File: src/rtl/ts_pkg.sv
// rtl/ts_pkg.sv - shared TS constants, AFC encodings and PID-table entry type
package ts_pkg;

  localparam logic [7:0]  TS_SYNC_BYTE = 8'h47;
  localparam int          TS_PKT_LEN   = 188;
  localparam logic [12:0] TS_NULL_PID  = 13'h1FFF;

  typedef enum logic [1:0] {
    AFC_RSVD    = 2'b00,
    AFC_PAYLOAD = 2'b01,
    AFC_ADAPT   = 2'b10,
    AFC_BOTH    = 2'b11
  } afc_t;

  typedef enum logic [1:0] {
    ST_HUNT   = 2'b00,
    ST_VERIFY = 2'b01,
    ST_LOCKED = 2'b10
  } sync_state_t;

  typedef struct packed {
    logic        valid;
    logic [12:0] pid;
    logic [3:0]  last_cc;
    logic        dup;
  } pid_entry_t;

  function automatic logic afc_has_payload(input logic [1:0] afc);
    return (afc_t'(afc) == AFC_PAYLOAD) || (afc_t'(afc) == AFC_BOTH);
  endfunction

endpackage

File: src/rtl/ts_sync_fsm.sv
// rtl/ts_sync_fsm.sv - 188-byte packet alignment: HUNT/VERIFY/LOCKED with flywheel
module ts_sync_fsm
  import ts_pkg::*;
#(
  parameter int PKT_LEN    = TS_PKT_LEN,
  parameter int LOCK_CNT   = 3,
  parameter int UNLOCK_CNT = 3,
  parameter int IDX_W      = $clog2(PKT_LEN)
) (
  input  logic             rclk,
  input  logic             reset_n,
  input  logic [7:0]       din,
  input  logic             din_valid,
  output logic             locked,
  output logic [IDX_W-1:0] idx,
  output logic             fwd,
  output logic             sop,
  output logic             lock_lost
);

  localparam int CNT_W = 4;

  sync_state_t      state;
  logic [CNT_W-1:0] hits;
  logic [CNT_W-1:0] misses;
  logic             is_sync;
  logic             at_sop;
  logic             lock_now;
  logic             drop_now;
  logic [IDX_W-1:0] idx_inc;

  always_comb begin
    is_sync  = (din == TS_SYNC_BYTE);
    at_sop   = din_valid && (idx == '0);
    idx_inc  = (idx == IDX_W'(PKT_LEN - 1)) ? '0 : idx + 1'b1;
    lock_now = (state == ST_VERIFY) && at_sop && is_sync && (hits == CNT_W'(LOCK_CNT - 1));
    drop_now = (state == ST_LOCKED) && at_sop && !is_sync && (misses == CNT_W'(UNLOCK_CNT - 1));
    // The byte that completes lock is forwarded; the byte that drops lock is not.
    fwd       = din_valid && ((locked && !drop_now) || lock_now);
    sop       = fwd && (idx == '0);
    lock_lost = drop_now;
  end

  always_ff @(posedge rclk) begin
    if (!reset_n) begin
      state  <= ST_HUNT;
      idx    <= '0;
      hits   <= '0;
      misses <= '0;
      locked <= 1'b0;
    end else if (din_valid) begin
      case (state)
        ST_HUNT: begin
          if (is_sync) begin
            state <= ST_VERIFY;
            idx   <= IDX_W'(1);
            hits  <= CNT_W'(1);
          end
        end
        ST_VERIFY: begin
          idx <= idx_inc;
          if (idx == '0) begin
            if (!is_sync) begin
              state <= ST_HUNT;
              idx   <= '0;
              hits  <= '0;
            end else if (lock_now) begin
              state  <= ST_LOCKED;
              locked <= 1'b1;
              misses <= '0;
            end else begin
              hits <= hits + 1'b1;
            end
          end
        end
        ST_LOCKED: begin
          idx <= idx_inc;
          if (idx == '0) begin
            if (is_sync) begin
              misses <= '0;
            end else if (drop_now) begin
              state  <= ST_HUNT;
              locked <= 1'b0;
              idx    <= '0;
              misses <= '0;
              hits   <= '0;
            end else begin
              misses <= misses + 1'b1;
            end
          end
        end
        default: begin
          state  <= ST_HUNT;
          locked <= 1'b0;
          idx    <= '0;
        end
      endcase
    end
  end

endmodule

File: src/rtl/ts_cc_monitor.sv
// rtl/ts_cc_monitor.sv - per-channel TS sync lock, aligned forwarding and per-PID CC monitor
module ts_cc_monitor
  import ts_pkg::*;
#(
  parameter int PKT_LEN    = TS_PKT_LEN,
  parameter int LOCK_CNT   = 3,
  parameter int UNLOCK_CNT = 3,
  parameter int NUM_PIDS   = 8
) (
  input  logic        rclk,
  input  logic        reset_n,
  input  logic [7:0]  din,
  input  logic        din_valid,
  input  logic        clr_stats,
  output logic [7:0]  dout,
  output logic        dout_valid,
  output logic        dout_sop,
  output logic        sync_locked,
  output logic        cc_err,
  output logic [12:0] cc_err_pid,
  output logic [15:0] lost_pkts,
  output logic [31:0] pkt_cnt,
  output logic [7:0]  sync_loss_cnt,
  output logic        table_full
);

  localparam int IDX_W = $clog2(PKT_LEN);
  localparam int TBL_W = (NUM_PIDS > 1) ? $clog2(NUM_PIDS) : 1;

  logic             locked;
  logic [IDX_W-1:0] idx;
  logic             fwd;
  logic             sop;
  logic             lock_lost;

  ts_sync_fsm #(
    .PKT_LEN    (PKT_LEN),
    .LOCK_CNT   (LOCK_CNT),
    .UNLOCK_CNT (UNLOCK_CNT),
    .IDX_W      (IDX_W)
  ) u_sync (
    .rclk      (rclk),
    .reset_n   (reset_n),
    .din       (din),
    .din_valid (din_valid),
    .locked    (locked),
    .idx       (idx),
    .fwd       (fwd),
    .sop       (sop),
    .lock_lost (lock_lost)
  );

  pid_entry_t       tbl [NUM_PIDS];
  logic             hdr_tei;
  logic [12:0]      hdr_pid;

  logic             hdr_byte;
  logic             chk;
  logic [3:0]       cc_in;
  logic [1:0]       afc_in;
  logic             hit;
  logic [TBL_W-1:0] hit_idx;
  logic             free;
  logic [TBL_W-1:0] free_idx;
  logic [3:0]       hit_cc;
  logic             hit_dup;
  logic             err;
  logic             add_lost;
  logic             new_dup;
  logic [3:0]       gap;
  logic [16:0]      lost_sum;
  logic [15:0]      lost_sat;

  always_comb begin
    hdr_byte = locked && din_valid;
    cc_in    = din[3:0];
    afc_in   = din[5:4];
    chk      = hdr_byte && (idx == IDX_W'(3)) && !hdr_tei && (hdr_pid != TS_NULL_PID);

    // Descending scan so the lowest matching/free slot wins.
    hit      = 1'b0;
    hit_idx  = '0;
    free     = 1'b0;
    free_idx = '0;
    for (int i = NUM_PIDS - 1; i >= 0; i--) begin
      if (tbl[i].valid && (tbl[i].pid == hdr_pid)) begin
        hit     = 1'b1;
        hit_idx = TBL_W'(i);
      end
      if (!tbl[i].valid) begin
        free     = 1'b1;
        free_idx = TBL_W'(i);
      end
    end

    hit_cc   = tbl[hit_idx].last_cc;
    hit_dup  = tbl[hit_idx].dup;
    gap      = cc_in - hit_cc - 4'd1;
    err      = 1'b0;
    add_lost = 1'b0;
    new_dup  = hit_dup;
    if (!afc_has_payload(afc_in)) begin
      err = (cc_in != hit_cc);
    end else if (cc_in == hit_cc + 4'd1) begin
      new_dup = 1'b0;
    end else if (cc_in == hit_cc) begin
      if (!hit_dup) new_dup = 1'b1;
      else          err     = 1'b1;
    end else begin
      err      = 1'b1;
      add_lost = 1'b1;
    end

    lost_sum = {1'b0, lost_pkts} + {13'd0, gap};
    lost_sat = lost_sum[16] ? 16'hFFFF : lost_sum[15:0];
  end

  always_ff @(posedge rclk) begin
    if (!reset_n) begin
      dout          <= '0;
      dout_valid    <= 1'b0;
      dout_sop      <= 1'b0;
      cc_err        <= 1'b0;
      cc_err_pid    <= '0;
      lost_pkts     <= '0;
      pkt_cnt       <= '0;
      sync_loss_cnt <= '0;
      table_full    <= 1'b0;
      hdr_tei       <= 1'b0;
      hdr_pid       <= '0;
      for (int i = 0; i < NUM_PIDS; i++) tbl[i] <= '0;
    end else begin
      dout_valid <= fwd;
      dout_sop   <= sop;
      if (fwd) dout <= din;

      cc_err <= chk && hit && err;
      if (chk && hit && err) cc_err_pid <= hdr_pid;

      if (hdr_byte && (idx == IDX_W'(1))) begin
        hdr_tei       <= din[7];
        hdr_pid[12:8] <= din[4:0];
      end
      if (hdr_byte && (idx == IDX_W'(2))) hdr_pid[7:0] <= din;

      if (clr_stats) begin
        lost_pkts     <= '0;
        pkt_cnt       <= '0;
        sync_loss_cnt <= '0;
        table_full    <= 1'b0;
        for (int i = 0; i < NUM_PIDS; i++) tbl[i] <= '0;
      end else begin
        if (sop) pkt_cnt <= pkt_cnt + 32'd1;
        if (lock_lost) begin
          if (sync_loss_cnt != 8'hFF) sync_loss_cnt <= sync_loss_cnt + 8'd1;
          for (int i = 0; i < NUM_PIDS; i++) tbl[i] <= '0;
        end
        if (chk && hit) begin
          tbl[hit_idx].last_cc <= cc_in;
          tbl[hit_idx].dup     <= new_dup;
          if (add_lost) lost_pkts <= lost_sat;
        end else if (chk && free) begin
          tbl[free_idx] <= '{valid: 1'b1, pid: hdr_pid, last_cc: cc_in, dup: 1'b0};
        end else if (chk) begin
          table_full <= 1'b1;
        end
      end
    end
  end

  assign sync_locked = locked;

endmodule

File: config.mk
export PLATFORM = sky130hd
export DESIGN_NAME = ts_cc_monitor
export DESIGN_NICKNAME = d
export VERILOG_FILES = /design/src/rtl/ts_pkg.sv /design/src/rtl/ts_sync_fsm.sv /design/src/rtl/ts_cc_monitor.sv
export SDC_FILE = /design/constraint.sdc
export NUM_CORES = 1
export LEC_CHECK = 0
export BUFFER_PORTS_ARGS = -buffer_cell sky130_fd_sc_hd__buf_2
export CORE_MARGIN = 8
export CORE_UTILIZATION = 35
export CTS_BUF_LIST = sky130_fd_sc_hd__clkbuf_4 sky130_fd_sc_hd__clkbuf_8
export CTS_CLUSTER_DIAMETER = 30
export DETAILED_ROUTE_END_ITERATION = 12
export GPL_TIMING_DRIVEN = 0
export PLACE_DENSITY_LB_ADDON = 0.15
export REMOVE_ABC_BUFFERS = 1
export SLEW_MARGIN = 20
export SYNTH_ARGS = -nofsm -noshare
export SYNTH_HDL_FRONTEND = slang
export SYNTH_SLANG_ARGS = --single-unit
File: constraint.sdc
create_clock -name rclk -period 4.55 [get_ports rclk]
set_input_delay 0.455 -clock rclk [delete_from_list [all_inputs] [get_ports rclk]]
set_output_delay 0.455 -clock rclk [all_outputs]
set_load 0.005 [all_outputs]
==> results.cfg <==
[run_status]
status = complete, but fails checks
violations = setup timing

[power]
p_total_mw = 6.38
leakagePower_nw = 6.74
swShare_pct = 23.4
comb_power_share_pct = 5.8
power_density_nw_per_um2 = 352
intPower_mw = 4.89
power.share.sequential_pct = 41.5
clock_power_share_pct = 52.8
switching_power_mw = 1.49
peakVddDrop_mv = 0.206

[worst_setup_path]
end_kind = register
rr_startpoint = hdr_pid[6]
crit_type = register to register
cp-start-kind = register
reg2regPathDepth = 21
r2r_slack_ns = -0.31
cp_max_fo = 7
required_ns = 5.04
cp.arrival_ns = 5.35
r2r_end = lost_pkts[7]

[die]
initial_utilization_pct = 35.3
ios = 94
coreArea_sq_um = 39500
die_h_um = 216
rows = 73
die_area_sq_um = 46600
die_x_um = 216

[sta]
setup_ws_ns = -0.308
slew_headroom_pct = 37.1
worstMarginPinSlew_ns = 0.937
final-setup-viol-count = 32
finalHoldViolations = 0
tns_ns = -4.85
maxSlewViolCount = 0
fin_skew_ns = 0.0190
post-route-min-period_ns = 4.86
fmax_mhz = 206
rsz0062_at_grt = true
finalCritPeriodShare_pct = 107

[logic_synthesis]
synth_flop_cell = edfxtp_1
postSynthAreaPerCell_sq_um = 10.4
synth-seq-cells = 266
yosysTopAreaCell = edfxtp_1
synth_edf_count = 152
ys_warn_count = 0
yosysSeqAreaShare_pct = 49.0
synth.top_cells.by_area = edfxtp_1, dfxtp_1, and2_1
synth_cells = 1345
synth_top_cell_area_share_pct = 32.7
synth_area_sq_um = 14000
ys_types = 85
async_flop_share_pct = 0

[clock_network]
cts_made_buffers = 67
cts.path.max_buffers = 3
clock_sinks = 266
tritoncts = built
cts_hold_buffers = 0
clockRootBuffer = clkbuf_8
clk-insertion-delay-late_ns = 0.58
path_clk_slew_ns = 0.06
cts_max_level = 3

[global_route]
first_global_vias = 10687
grt.overflow.total = 0
grt_max_degree = 67
grt_usage_pct = 16.5
grt_antenna_before_repair = 1
grt_pass1_wl_mm = 61.3

[routing]
totalWireLength_mm = 39.3
drc = 0
vias = 10651
wl_per_cell_um = 18.4
dr.first_iter.drc_count = 485
drt-pass1-iter-count = 5
vias_per_cell = 4.98
ant_nets = 0

[placed_design]
io_buffers = 93
dp_hpwl_mm = 23.8
place_congestion = 0.826
place_ws_ns = -2.32

[worst_hold_path]
hp-start = din[6]
holdPathEnd = hdr_pid[6]
hp-class = input port to register
hold_depth = 3

[flow_run]
cap_violations = 0

[final_layout]
area_growth_syn_to_layout_pct = 29.7
nFillCells = 3689
drive_gt1_share_pct = 31.1
final_nets = 1598
[state kept, by name, indices dropped and copies added, names as in the netlist]
signal	count
cc_err	1
cc_err_pid	13
dout	8
dout_sop	1
dout_valid	1
hdr_pid	13
hdr_tei	1
lost_pkts	16
pkt_cnt	32
sync_loss_cnt	8
table_full	1
tbl	152
u_sync.hits	4
u_sync.idx	8
u_sync.locked	1
u_sync.misses	4
u_sync.state	2
[critical path, cell delays in order (launching register included)]
cell       delay, ns
dfxtp_4         0.47
xnor2_4         0.15
nand4_1         0.11
or4_4           0.59
a211o_1         0.38
nor3_4          0.33
a2bb2oi_2       0.12
and3_4          0.17
a21oi_4         0.14
inv_2           0.08
ha_4            0.17
fa_2            0.55
inv_2           0.04
fa_2            0.36
nor2b_4         0.14
o21ai_2         0.07
nand2b_1        0.11
nor2b_4         0.20
buf_12          0.12
nand2_8         0.06
and4_4          0.19
a211oi_2        0.19
[Yosys cell counts (all sizes together), types with 4 or more instances]
library cell and count:
a211oi 11, a21boi 18, a21o 5, a21oi 43, a31oi 9, and2 145
and3 23, and4 6, buf 19, clkbuf 47, dfxtp 114, edfxtp 152
ha 24, inv 22, mux2i 36, nand2 127, nand2b 7, nand3 36
nand4 63, nor2 90, nor2b 19, nor3 18, nor4 24, o211ai 4
o21ai 48, or2 7, or3 16, or4 10, xnor2 113, xor2 30
[cells by family after synthesis]
| family | after synthesis | synth area share (%) |
|---|---|---|
| compound gates | 171 | 8.38 |
| flops | 266 | 49.0 |
| buf+inv | 90 | 3.39 |
| xor+xnor | 143 | 9.56 |
| fa+ha+maj | 26 | 2.44 |
| mux | 37 | 2.66 |
| simple gates | 612 | 24.6 |
[power groups by stage]
stage / Sequential [mW] / Clock [mW] / Combinational [mW]
floorplan: 2.68 / 0 / 0.200
global placement: 2.70 / 0 / 0.277
detailed placement: 2.70 / 0 / 0.286
CTS: 2.64 / 3.43 / 0.342
global route: 2.65 / 3.58 / 0.402
finish: 2.64 / 3.37 / 0.370
[how the worst max path moves through the flow]
stage	start	endpoint	slack [ns]	depth (start not counted)
final	hdr_pid[6]	lost_pkts[7]	-0.31	21
after global routing	hdr_pid[12]	lost_pkts[4]	-0.45	21
after CTS	tbl[6][11]	lost_pkts[7]	-0.20	21
after detailed placement	hdr_pid[7]	lost_pkts[7]	-2.32	20
after global placement	reset_n	tbl[6][8]	-2.54	8
after floorplan	hdr_pid[2]	lost_pkts[13]	-0.79	20
[routing by layer]
metal	up-vias	part of all wire [%]	wire length [um]	track usage, %
met5	-	0	0	0
met4	0	2.1	837	5.63
met3	60	3.9	1540	3.72
met2	193	48	18800	26.9
met1	5156	46	18200	21.3
li1	5242	-	-	-
[cell type report]
cell class | instances | area, sq um | area share [%]
tap | 525 | 657 | 3.63
sequential | 266 | 6900 | 38.1
multi-input combinational | 989 | 7360 | 40.6
timing repair buffer | 214 | 1550 | 8.57
clock buffer | 86 | 1110 | 6.12
inverter | 22 | 82.6 | 0.456
clock inverter | 36 | 448 | 2.47
antenna | 2 | 5.00 | 0.0276
[placed cells by master, fill, tap and decap left out, types with 7 or more instances in the layout]
cell / instances
mux2i_1: 36
xor2_1: 29
nand2_1: 122
clkbuf_4: 12
and2_1: 143
clkbuf_8: 74
buf_6: 15
a21boi_0: 17
clkinv_2: 9
and3_1: 20
xnor2_2: 27
or4_4: 7
nand4_1: 63
o21ai_0: 34
xnor2_1: 84
or3_1: 15
buf_4: 98
nand3_1: 34
nor2_1: 78
buf_2: 92
ha_1: 22
nor2b_1: 16
bufinv_16: 9
nor4_4: 13
dfxtp_1: 101
a21oi_2: 8
or2_2: 7
nor4_1: 10
dfxtp_4: 13
nor3_1: 16
nor2_2: 8
clkinvlp_4: 8
a31oi_1: 8
edfxtp_1: 152
a21oi_1: 31
inv_1: 18
[what timing repair did]
item	4_1_cts	5_1_grt
setup endpoints to repair	243	302
gates cloned	0	1
buffers inserted	95	22
pin swaps	30	41
hold endpoints to repair	0	0
resized for setup	106	61
[per-stage QoR]
| stage | hold WS, ns | util [%] | instances | area (sq um) |
|---|---|---|---|---|
| after floorplan | 0.439 | - | 1277 | 13600 |
| after global placement | 0.440 | 37.2 | 1895 | 14700 |
| after detailed placement | 0.445 | 37.5 | 1900 | 14800 |
| after CTS | 0.150 | 44.5 | 2117 | 17600 |
| after global routing | 0.150 | 45.8 | 2139 | 18100 |
| final | 0.175 | 45.8 | 2140 | 18100 |
Note: power is estimated with default switching activity, not from simulation.
